$ cat config.mk
export PLATFORM = sky130hd
export DESIGN_NAME = fp29i_to_fp16_pack_flat
export DESIGN_NICKNAME = d
export VERILOG_FILES = /design/src/rtl/fp_fmt_pkg.sv /design/src/rtl/fp29i_to_fp16_pack_if.sv /design/src/rtl/fp16_round_rne.sv /design/src/rtl/fp29i_to_fp16_pack.sv /design/src/flat_wrapper.sv
export SDC_FILE = /design/constraint.sdc
export NUM_CORES = 1
export LEC_CHECK = 0
export ABC_AREA = 1
export CAP_MARGIN = 25
export CORE_MARGIN = 4
export CORE_UTILIZATION = 45
export CTS_BUF_LIST = sky130_fd_sc_hd__clkbuf_8
export CTS_CLUSTER_SIZE = 10
export DETAILED_ROUTE_END_ITERATION = 12
export PLACE_DENSITY_LB_ADDON = 0.12
export SYNTH_ARGS = -nofsm -noshare
export SYNTH_HDL_FRONTEND = slang
export SYNTH_SLANG_ARGS = --single-unit
$ cat constraint.sdc
create_clock -name clk -period 5.6 [get_ports clk]
set_input_delay 0.84 -clock clk [delete_from_list [all_inputs] [get_ports clk]]
set_output_delay 0.84 -clock clk [all_outputs]
set_load 0.02 [all_outputs]
$ cat src/rtl/fp_fmt_pkg.sv
// rtl/fp_fmt_pkg.sv - shared FP16 / unified FP29i format definitions
// Purpose: field widths, exponent biases, FP16 special encodings, the unified
//          word typedef and the leading-zero counter used by the packer.
// Ports:   none (package).
package fp_fmt_pkg;

  localparam int FP16_SGN_W = 1;
  localparam int FP16_EXP_W = 5;
  localparam int FP16_MAN_W = 10;

  localparam int U_SGN_W = 1;
  localparam int U_EXP_W = 6;
  localparam int U_MAN_W = 22;

  localparam int FP16_EXP_BIAS = 15;
  localparam int U_EXP_BIAS    = 31;

  localparam logic [15:0] FP16_POS_INF = 16'h7C00;
  localparam logic [15:0] FP16_MAX_FIN = 16'h7BFF;

  typedef struct packed {
    logic                sgn;
    logic [U_EXP_W-1:0]  exp;
    logic [U_MAN_W-1:0]  man_dn;
  } fp29i_t;

  // Leading zeros above the first set bit of a 22-bit mantissa (0..21).
  // An all-zero word also returns 21; the caller detects zero separately.
  function automatic logic [4:0] count_lead_zero(input logic [U_MAN_W-1:0] v);
    logic [4:0] n;
    n = 5'd21;
    for (int i = 0; i < U_MAN_W; i++) begin
      if (v[i]) n = 5'(21 - i);
    end
    return n;
  endfunction

endpackage

$ cat src/rtl/fp29i_to_fp16_pack_if.sv
// rtl/fp29i_to_fp16_pack_if.sv - handshake/data bundle for the FP16 packer
// Purpose: groups the input word handshake, output result handshake and the
//          sticky flag controls of fp29i_to_fp16_pack.
// Ports:   none; modport slave is the packer side, modport master the
//          producer/consumer side.
interface fp29i_to_fp16_pack_if;
  import fp_fmt_pkg::*;

  logic               in_valid;
  logic               in_ready;
  logic               in_sgn;
  logic [U_EXP_W-1:0] in_exp;
  logic [U_MAN_W-1:0] in_man_dn;
  logic               out_valid;
  logic               out_ready;
  logic [15:0]        out_fp16;
  logic               flag_clr;
  logic               flag_ovf;
  logic               flag_unf;
  logic               flag_inx;

  modport slave (
    input  in_valid, in_sgn, in_exp, in_man_dn, out_ready, flag_clr,
    output in_ready, out_valid, out_fp16, flag_ovf, flag_unf, flag_inx
  );

  modport master (
    output in_valid, in_sgn, in_exp, in_man_dn, out_ready, flag_clr,
    input  in_ready, out_valid, out_fp16, flag_ovf, flag_unf, flag_inx
  );

endinterface

$ cat src/rtl/fp16_round_rne.sv
// rtl/fp16_round_rne.sv - combinational FP16 round-to-nearest-even stage
// Purpose: turns a normalised 22-bit mantissa and rebiased exponent into an
//          IEEE FP16 word with overflow/underflow/inexact indications.
//          Macro FP16_SAT_EN: overflow saturates to the largest finite value
//          instead of producing infinity.
// Ports:   i_nm   - normalised mantissa, bit21 set unless the value is zero
//          i_e16  - signed FP16 exponent field before range handling
//          i_sgn  - sign
//          o_fp16 - packed result; o_ovf/o_unf/o_inx - exception indications
module fp16_round_rne
  import fp_fmt_pkg::*;
(
  input  logic [21:0]       i_nm,
  input  logic signed [7:0] i_e16,
  input  logic              i_sgn,
  output logic [15:0]       o_fp16,
  output logic              o_ovf,
  output logic              o_unf,
  output logic              o_inx
);

`ifdef FP16_SAT_EN
  localparam logic [15:0] C_OVF_MAG = FP16_MAX_FIN;
`else
  localparam logic [15:0] C_OVF_MAG = FP16_POS_INF;
`endif

  logic signed [7:0] w_diff;
  logic [4:0]        w_sh;
  logic [44:0]       w_ext;
  logic [4:0]        w_exp_pre;
  logic [9:0]        w_frac;
  logic              w_guard;
  logic              w_sticky;
  logic              w_inc;
  logic              w_inx;
  logic [14:0]       w_mag;

  always_comb begin
    w_diff    = 8'sd1 - i_e16;
    w_sh      = 5'd0;
    w_ext     = '0;
    w_exp_pre = '0;
    w_frac    = '0;
    w_guard   = 1'b0;
    w_sticky  = 1'b0;
    o_fp16    = {i_sgn, 15'b0};
    o_ovf     = 1'b0;
    o_unf     = 1'b0;
    o_inx     = 1'b0;

    if (i_e16 < 8'sd1) begin
      // Subnormal: denormalise by (1 - e16). Beyond 24 places every bit
      // lands in sticky anyway, so the shift is clamped there.
      w_sh      = (w_diff > 8'sd24) ? 5'd24 : w_diff[4:0];
      w_ext     = 45'({i_nm, 24'b0} >> w_sh);
      w_frac    = w_ext[44:35];
      w_guard   = w_ext[34];
      w_sticky  = |w_ext[33:0];
    end else begin
      w_exp_pre = i_e16[4:0];
      w_frac    = i_nm[20:11];
      w_guard   = i_nm[10];
      w_sticky  = |i_nm[9:0];
    end

    w_inc = w_guard & (w_sticky | w_frac[0]);
    w_inx = w_guard | w_sticky;
    // Carry out of the fraction ripples into the exponent field, which also
    // promotes the largest subnormal to the minimum normal.
    w_mag = {w_exp_pre, w_frac} + {14'b0, w_inc};

    if (i_nm == 22'd0) begin
      o_fp16 = {i_sgn, 15'b0};
    end else if ((i_e16 > 8'sd30) || (w_mag[14:10] == 5'h1F)) begin
      o_fp16 = {i_sgn, C_OVF_MAG[14:0]};
      o_ovf  = 1'b1;
      o_inx  = 1'b1;
    end else begin
      o_fp16 = {i_sgn, w_mag};
      o_inx  = w_inx;
      o_unf  = w_inx & (w_exp_pre == 5'd0);
    end
  end

endmodule

$ cat src/rtl/fp29i_to_fp16_pack.sv
// rtl/fp29i_to_fp16_pack.sv - 2-stage FP29i to IEEE FP16 output packer
// Purpose: normalises the unified FPALU result, rebiases, rounds RNE and
//          packs to FP16 with valid/ready backpressure and sticky flags.
//          Macro FP16_SAT_EN (in fp16_round_rne) selects saturating overflow.
// Ports:   clk  - clock, all state on posedge
//          rst  - asynchronous active-high reset
//          s_if - slave side of fp29i_to_fp16_pack_if (input word, output
//                 result handshake, flag_clr and sticky ovf/unf/inx flags)
module fp29i_to_fp16_pack #(
  parameter int LAT_STAGES   = 2,
  parameter int IN_EXP_BIAS  = 31,
  parameter int OUT_EXP_BIAS = 15
) (
  input  logic                 clk,
  input  logic                 rst,
  fp29i_to_fp16_pack_if.slave  s_if
);
  import fp_fmt_pkg::*;

  if (LAT_STAGES != 2) begin : g_bad_lat
    $error("fp29i_to_fp16_pack: LAT_STAGES must be 2");
  end

  localparam logic [7:0] C_REBIAS = 8'(IN_EXP_BIAS - OUT_EXP_BIAS);

  fp29i_t            w_in;
  logic [4:0]        w_lz;
  logic [21:0]       w_nm;
  logic signed [7:0] w_e16;
  logic              w_en;
  logic              w_xfer2;
  logic [15:0]       w_fp16;
  logic              w_ovf;
  logic              w_unf;
  logic              w_inx;

  logic              r_s1_valid;
  logic              r_s1_sgn;
  logic [21:0]       r_s1_nm;
  logic signed [7:0] r_s1_e16;
  logic              r_out_valid;
  logic [15:0]       r_out_fp16;
  logic              r_flag_ovf;
  logic              r_flag_unf;
  logic              r_flag_inx;

  // A single enable stalls the whole pipe whenever the output is full and
  // not being taken; otherwise every stage advances, bubbles included.
  assign w_en    = ~r_out_valid | s_if.out_ready;
  assign w_xfer2 = w_en & r_s1_valid;

  assign w_in  = {s_if.in_sgn, s_if.in_exp, s_if.in_man_dn};
  assign w_lz  = count_lead_zero(w_in.man_dn);
  assign w_nm  = w_in.man_dn << w_lz;
  assign w_e16 = {2'b00, w_in.exp} - C_REBIAS - {3'b000, w_lz};

  always_ff @(posedge clk or posedge rst) begin
    if (rst) begin
      r_s1_valid <= 1'b0;
      r_s1_sgn   <= 1'b0;
      r_s1_nm    <= '0;
      r_s1_e16   <= '0;
    end else if (w_en) begin
      r_s1_valid <= s_if.in_valid;
      if (s_if.in_valid) begin
        r_s1_sgn <= w_in.sgn;
        r_s1_nm  <= w_nm;
        r_s1_e16 <= w_e16;
      end
    end
  end

  fp16_round_rne u_round (
    .i_nm   (r_s1_nm),
    .i_e16  (r_s1_e16),
    .i_sgn  (r_s1_sgn),
    .o_fp16 (w_fp16),
    .o_ovf  (w_ovf),
    .o_unf  (w_unf),
    .o_inx  (w_inx)
  );

  always_ff @(posedge clk or posedge rst) begin
    if (rst) begin
      r_out_valid <= 1'b0;
      r_out_fp16  <= 16'h0000;
      r_flag_ovf  <= 1'b0;
      r_flag_unf  <= 1'b0;
      r_flag_inx  <= 1'b0;
    end else begin
      if (w_en) begin
        r_out_valid <= r_s1_valid;
        if (r_s1_valid) r_out_fp16 <= w_fp16;
      end
      // Clear first, then OR in the new event so a coincident event wins.
      r_flag_ovf <= (r_flag_ovf & ~s_if.flag_clr) | (w_xfer2 & w_ovf);
      r_flag_unf <= (r_flag_unf & ~s_if.flag_clr) | (w_xfer2 & w_unf);
      r_flag_inx <= (r_flag_inx & ~s_if.flag_clr) | (w_xfer2 & w_inx);
    end
  end

  assign s_if.in_ready  = w_en;
  assign s_if.out_valid = r_out_valid;
  assign s_if.out_fp16  = r_out_fp16;
  assign s_if.flag_ovf  = r_flag_ovf;
  assign s_if.flag_unf  = r_flag_unf;
  assign s_if.flag_inx  = r_flag_inx;

endmodule

$ cat src/flat_wrapper.sv
// flat-port wrapper written by rule: the top's interface ports become plain ports
module fp29i_to_fp16_pack_flat import fp_fmt_pkg::*;
#(
  parameter int LAT_STAGES   = 2,
  parameter int IN_EXP_BIAS  = 31,
  parameter int OUT_EXP_BIAS = 15
)
  (clk, rst, s_if_in_valid, s_if_in_sgn, s_if_in_exp, s_if_in_man_dn, s_if_out_ready, s_if_flag_clr, s_if_in_ready, s_if_out_valid, s_if_out_fp16, s_if_flag_ovf, s_if_flag_unf, s_if_flag_inx);
  fp29i_to_fp16_pack_if s_if_i ();
  input  logic clk;
  input  logic rst;
  input wire logic [$bits(s_if_i.in_valid)-1:0] s_if_in_valid;
  input wire logic [$bits(s_if_i.in_sgn)-1:0] s_if_in_sgn;
  input wire logic [$bits(s_if_i.in_exp)-1:0] s_if_in_exp;
  input wire logic [$bits(s_if_i.in_man_dn)-1:0] s_if_in_man_dn;
  input wire logic [$bits(s_if_i.out_ready)-1:0] s_if_out_ready;
  input wire logic [$bits(s_if_i.flag_clr)-1:0] s_if_flag_clr;
  output wire logic [$bits(s_if_i.in_ready)-1:0] s_if_in_ready;
  output wire logic [$bits(s_if_i.out_valid)-1:0] s_if_out_valid;
  output wire logic [$bits(s_if_i.out_fp16)-1:0] s_if_out_fp16;
  output wire logic [$bits(s_if_i.flag_ovf)-1:0] s_if_flag_ovf;
  output wire logic [$bits(s_if_i.flag_unf)-1:0] s_if_flag_unf;
  output wire logic [$bits(s_if_i.flag_inx)-1:0] s_if_flag_inx;
  assign s_if_i.in_valid = s_if_in_valid;
  assign s_if_i.in_sgn = s_if_in_sgn;
  assign s_if_i.in_exp = s_if_in_exp;
  assign s_if_i.in_man_dn = s_if_in_man_dn;
  assign s_if_i.out_ready = s_if_out_ready;
  assign s_if_i.flag_clr = s_if_flag_clr;
  assign s_if_in_ready = s_if_i.in_ready;
  assign s_if_out_valid = s_if_i.out_valid;
  assign s_if_out_fp16 = s_if_i.out_fp16;
  assign s_if_flag_ovf = s_if_i.flag_ovf;
  assign s_if_flag_unf = s_if_i.flag_unf;
  assign s_if_flag_inx = s_if_i.flag_inx;
  fp29i_to_fp16_pack #(.LAT_STAGES(LAT_STAGES), .IN_EXP_BIAS(IN_EXP_BIAS), .OUT_EXP_BIAS(OUT_EXP_BIAS)) u_core (.clk(clk), .rst(rst), .s_if(s_if_i));
endmodule
### Word-level counts from Yosys, hierarchy flattened

Cells that the tools add are included.

* register bits after elaboration: 52
* bits in latches: 0
* RAM bits: 0
* ROM bits: 0
* input bits: 34
* output and inout port bits: 21
* word-level logic and storage cells: 77
* memories kept: 0

* add/sub/neg operators: 4
* $mul: 0
* divide/modulo/power cells: 0
* $lt $le $gt $ge: 3
* equality and inequality tests: 1
* shift operators: 2
* muxes and demuxes: 34
* bitwise operators: 17
* reduce and logical (&&, ||, !) cells: 7

Operator list (number)
* 5-bit 2-to-1 mux: 18
* 46-bit by 5-bit right shift with 45-bit output: 1
* 34-bit OR reduction: 1
* 15-bit 2-to-1 mux: 2
* 22-bit logical NOT: 1
* 22-bit by 5-bit left shift with 22-bit output: 1
* 8-bit by 6-bit greater-than comparator with 1-bit output (second input constant): 2
* 15-bit by 1-bit adder with 15-bit output: 1
* 3-bit 2-to-1 mux: 4
* 10-bit 2-to-1 mux: 1
* 10-bit OR reduction: 1
* 1-bit bitwise AND: 9
* 1-bit 2-to-1 mux: 9
* 8-bit by 2-bit < comparator with 1-bit output (second input constant): 1
* 2-bit by 8-bit subtractor with 8-bit output (first input constant): 1
* 8-bit by 5-bit subtractor with 8-bit output: 1
* 6-bit by 5-bit subtractor with 7-bit output (second input constant): 1
* 1-bit OR: 6
* 5-bit == test (second input constant): 1
* 5-bit logical NOT: 1
* 2-bit AND reduction: 2
* 1-bit inverter: 2
* 1-bit logical OR: 1

### Depth between registers and ports, before layout

* depth after elaboration: 22
* gate-level depth with buffers: 32
* depth with buffers taken out: 30

### By module

Synthesis repeated with hierarchy kept, for this count alone.

* cells, all modules: 899
* area, all modules: 5502.8 um2

Modules (own cells, without submodules)
* fp29i_to_fp16_pack: times used 1, cells each 467, area each 3368.2 um2, sequential area each 1301.2 um2
* fp16_round_rne: times used 1, cells each 432, area each 2134.5 um2, sequential area each 0.0 um2

### Worst setup path before layout

Ideal clock, no wire load.

* path kind: input port to flip-flop
* from: input port s_if_in_man_dn[1]
* to: register u_core.r_s1_e16[6]
* data arrival time: 3.364 ns
* data required time: 5.465 ns
* setup slack: 2.101 ns
* cell stages on the path: 27
* buffers on the path: 1
* path through: inv_1 > o21ai_0 > a21oi_1 > o21ai_0 > nand2_1 > nand2_1 > nand2_1 > nand2_1 > nand2_1 > nand2_1 > nand2_1 > nand2_1 > nand2_1 > nand2_1 > nand2_1 > nand2_1 > nand2_1 > clkbuf_1 > ha_1 > inv_1 > fa_1 > inv_1 > o31ai_1 > nand2_1 > nand3_1 > xor2_1 > o21ai_0

* word-level cells in the longest chain between the ends: 22

RTL lines
* start, declared: line flat_wrapper.sv:15 `input wire logic [$bits(s_if_i.in_man_dn)-1:0] s_if_in_man_dn;`
* 1-bit 2-to-1 mux: line fp_fmt_pkg.sv:33 `if (v[i]) n = 5'(21 - i);`
* 3-bit 2-to-1 mux (4 in series): line fp_fmt_pkg.sv:33
* 5-bit 2-to-1 mux (16 in series): line fp_fmt_pkg.sv:33
* 8-bit by 5-bit subtractor with 8-bit output: line fp29i_to_fp16_pack.sv:55 `assign w_e16 = {2'b00, w_in.exp} - C_REBIAS - {3'b000, w_lz};`
* end signal, assigned: line fp29i_to_fp16_pack.sv:68 `r_s1_e16 <= w_e16;`
* end, declared: line fp29i_to_fp16_pack.sv:40 `logic signed [7:0] r_s1_e16;`

Every way passes these cells.
A chain may end at the register's enable or synchronous reset.

### Worst setup path after layout

* from: register u_core.r_s1_e16[1]
* to: register u_core.r_flag_ovf (netlist: u_core.s_if.flag_ovf)

* word-level cells in the longest chain between the ends: 15
* elaborated cells between the ends (all ways): 20
* those cells by class: add/sub (2); order compare (3); eq/ne (1); shift (1); mux (7); bitwise (4); reduce/logical (2)

RTL lines
* 2-bit by 8-bit subtractor with 8-bit output: line fp16_round_rne.sv:40 `w_diff = 8'sd1 - i_e16;`
* 8-bit by 6-bit greater-than comparator with 1-bit output: line fp16_round_rne.sv:55 `w_sh = (w_diff > 8'sd24) ? 5'd24 : w_diff[4:0];`
* 5-bit 2-to-1 mux: line fp16_round_rne.sv:55
* 46-bit by 5-bit right shift with 45-bit output: line fp16_round_rne.sv:56 `w_ext = 45'({i_nm, 24'b0} >> w_sh);`
* 34-bit OR reduction: line fp16_round_rne.sv:59 `w_sticky = |w_ext[33:0];`
* 1-bit 2-to-1 mux: line fp16_round_rne.sv:52 `if (i_e16 < 8'sd1) begin`
* 1-bit OR: line fp16_round_rne.sv:67 `w_inc = w_guard & (w_sticky | w_frac[0]);`
* 1-bit bitwise AND: line fp16_round_rne.sv:67
* 15-bit by 1-bit adder with 15-bit output: line fp16_round_rne.sv:71 `w_mag = {w_exp_pre, w_frac} + {14'b0, w_inc};`
* 5-bit == test: line fp16_round_rne.sv:75 `end else if ((i_e16 > 8'sd30) || (w_mag[14:10] == 5'h1F)) begin`
* 1-bit logical OR (*): line fp16_round_rne.sv:75
* 1-bit 2-to-1 mux (*): line fp16_round_rne.sv:75
* 1-bit 2-to-1 mux (*): line fp16_round_rne.sv:73 `if (i_nm == 22'd0) begin`
* 1-bit bitwise AND (*): line fp29i_to_fp16_pack.sv:96 `r_flag_ovf <= (r_flag_ovf & ~s_if.flag_clr) | (w_xfer2 & w_ovf);`
* 1-bit OR (*): line fp29i_to_fp16_pack.sv:96
* end signal, assigned: line fp29i_to_fp16_pack.sv:96
* end, declared: line fp29i_to_fp16_pack.sv:43 `logic r_flag_ovf;`

Mark *: on every way between the ends. The rest lies on a longest branch, timed or not.

==> impl_metrics.py <==
metrics = {
    "critical_path": {
        "r2r_cells": 27,
        "cpMostUsedCell": "nand2_1",
        "r2r_end": "u_core.s_if.flag_ovf",
        "r2r-start": "u_core.r_s1_e16[1]",
        "max_stage_delay_ps": 450,
        "crit_path_max_fanout": 27,
        "r2r_setup_slack_ps": 1170,
        "crit_path_end_kind": "register",
        "crit_slowest_cell": "dfrtp_1",
        "crit_path_start_kind": "register",
        "worst_ep_arrival_time_ps": 4650,
        "cp.required_ps": 5820,
        "critical_path_class": "reg2reg",
    },
    "final_layout": {
        "utilization_pct": 52.46,
        "area_growth_pct": 13.08,
        "fillers": 1263,
        "multiInputGateArea_mm2": 0.003506,
        "antenna_cells": 0,
        "drive_above_1_share_pct": 4.361,
        "final_nets": 1006,
        "seqCellArea_mm2": 0.001301,
    },
    "synth": {
        "syn_area_per_cell_um2": 5.788,
        "ys_ff_latch": 52,
        "synth_edf_count": 0,
        "yosysSeqAreaShare_pct": 24.25,
        "synth_cells": 927,
        "async_reset_ff_share_pct": 100.0,
        "ys.flop_type": "dfrtp_1",
        "netlist_area_mm2": 0.005365,
        "yosysWarningCount": 0,
        "synth_cell_types": 40,
        "syn_nets": 971,
    },
    "clock_network": {
        "postCtsHoldBufs": 0,
        "cts-root-buf": "clkbuf_8",
        "clock_latency_ps": 330,
        "post_cts.repair.setup_buffers": 0,
        "cts_tree": "done",
        "htree_num_levels": 2,
        "clk_pin_slew_ps": 110,
        "cts_resized": 0,
        "cts_max_path_buffers": 2,
        "cts.sinks": 52,
        "cts_buffers": 5,
    },
    "sta": {
        "post-route-min-period_ps": 4430,
        "period_share_pct": 79.11,
        "max_slew_margin_pct": 44.51,
        "finalHoldViolations": 0,
        "setup_violations": 0,
        "tightest_slew_ps": 831.4,
        "worst_slack_ps": 1170,
        "max_freq_mhz": 225.7,
        "fin_skew_ps": 13.86,
        "fin_setup_tns_ps": 0,
        "final_max_slew_viol_count": 0,
        "grt_setup_unrepaired": "no",
    },
    "global_route": {
        "grt_pass1_vias": 5520,
        "grt.overflow.total": 0,
        "antenna_found_initial": 0,
        "grt_pass1_wl_mm": 25.85,
        "grt_max_degree": 53,
        "grt_util_all_layers_pct": 22.75,
    },
    "detailed_routing": {
        "ant_nets": 0,
        "vias_per_cell": 5.488,
        "drc_errors": 0,
        "drtPass1Iterations": 6,
        "vias": 6070,
        "drt_wl_total_mm": 15.01,
        "wl_per_cell_um": 13.57,
        "drt-initial-drc-count": 609,
    },
    "worst_hold_path": {
        "hp-class": "reg2reg",
        "min_path_cells": 2,
        "min_from": "u_core.r_s1_valid",
        "whs_endpoint": "u_core.s_if.out_valid",
    },
    "floorplan": {
        "initial_core_util_pct": 46.39,
        "dieArea_mm2": 0.01373,
        "die_y_um": 117.2,
        "row_count": 39,
        "io-pin-count": 55,
        "die_width_um": 117.2,
        "core_mm2": 0.01156,
    },
    "run": {
        "cap_violations": 0,
    },
    "run_status": {
        "outcome": "complete, no violations",
    },
    "pwr": {
        "ir_drop_v": 0.0001444,
        "leakagePower_nw": 3.086,
        "total_power_w": 0.002040,
        "internal-power_w": 0.0009948,
        "clockPowerShare_pct": 11.5,
        "p_sw_w": 0.001045,
        "swShare_pct": 51.23,
        "power_frac_comb_pct": 61.6,
        "p_per_area_mw_per_mm2": 336.2,
        "sequentialPowerShare_pct": 26.8,
    },
    "placed_design": {
        "dp_slack_ps": 1250,
        "io_buffers": 54,
        "dpl.hpwl_mm": 11.90,
        "gp_congestion": 0.9549,
    },
}
power by group through the flow:
stage | Clock (W) | Combinational, W | Sequential [W]
after floorplan | 0 | 0.000881 | 0.000594
after global placement | 0 | 0.00125 | 0.000552
after detailed placement | 0 | 0.00124 | 0.000555
after CTS | 0.000240 | 0.00124 | 0.000547
after global routing | 0.000255 | 0.00143 | 0.000562
final | 0.000235 | 0.00126 | 0.000547
cell usage in the layout, fill, tap and decap left out, drive strengths merged, types with 6 or more instances in the layout:
master / n
a21oi: 16
buf: 7
clkdlybuf4s50: 54
dfrtp: 52
ha: 9
inv: 104
nand2: 316
nand3: 224
nand4: 17
nor2: 67
nor3: 8
nor4: 10
o211ai: 7
o21ai: 34
xor2: 6
per-layer routing:
metal | routed length [um] | track usage, %
met5 | 0 | 0
met4 | 170 | 4.893
met3 | 833 | 2.571
met2 | 6471 | 33.94
met1 | 7537 | 35.26
critical path: cells and delay by family, from the launching register on:
kind | cells | cell delay [ps]
XOR/XNOR | 1 | 150
buffers and inverters | 5 | 850
adder cells (fa/ha/maj) | 2 | 440
AND/OR/NAND/NOR | 19 | 2420
flip-flops | 1 | 450
how the worst max path moves through the flow:
stage,start,depth (start not counted),endpoint
after global routing,u_core.r_s1_e16[1],27,u_core.s_if.flag_ovf
after floorplan,s_if_in_man_dn[1],27,u_core.r_s1_e16[6]
after CTS,u_core.r_s1_e16[1],27,u_core.s_if.flag_ovf
after detailed placement,u_core.r_s1_e16[1],27,u_core.s_if.flag_ovf
final,u_core.r_s1_e16[1],27,u_core.s_if.flag_ovf
after global placement,s_if_in_man_dn[1],27,u_core.r_s1_e16[6]
cells by family after synthesis:
logic type,count (synthesis),share of synthesized area (%)
AOI/OAI and AO/OA,73,7.883
xor gates and xnor gates,6,0.9795
adders and majority gates,10,2.472
buffers and inverters,137,10.49
DFF,52,24.25
and+or+nand+nor,649,53.92
Yosys cell counts (all sizes together), types with 3 or more instances:
library cell / n / area share [%]
buf: 16 / 2.0
o21ai: 34 / 3.2
nand3: 224 / 21
clkinv: 3 / 0.21
nor3: 8 / 0.84
nand2: 316 / 23
ha: 9 / 2.1
a21oi: 16 / 1.5
nand3b: 4 / 0.56
nor4: 10 / 1.2
xor2: 6 / 0.98
o22ai: 5 / 0.58
o211ai: 7 / 0.98
inv: 101 / 7.1
o221ai: 3 / 0.49
clkbuf: 17 / 1.2
nand4: 17 / 2.0
nor2: 67 / 5.3
dfrtp: 52 / 24
flip-flops by register name, indices dropped and copies added, names as in the netlist:
signal                 flops
u_core.r_s1_e16            8
u_core.r_s1_nm            22
u_core.r_s1_sgn            1
u_core.r_s1_valid          1
u_core.s_if.flag_inx       1
u_core.s_if.flag_ovf       1
u_core.s_if.flag_unf       1
u_core.s_if.out_fp16      16
u_core.s_if.out_valid      1
cell type report:
class | instances | area share, %
inverters | 104 | 6.434
well taps | 143 | 2.949
clock buffers | 5 | 1.134
multi-input cells | 738 | 57.79
repair buffers | 61 | 9.775
clock inverters | 3 | 0.4743
flip-flops and latches | 52 | 21.45
metrics by stage:
stage                     instance area, um2  instances  hold WS (ps)
after floorplan                         5365        927         431.7
after global placement                  5969       1098         448.7
after detailed placement                5969       1098         450.4
after CTS                               6067       1106         479.9
after global routing                    6067       1106         498.2
final                                   6067       1106         472.8
Power figures use the tool's default switching activity.
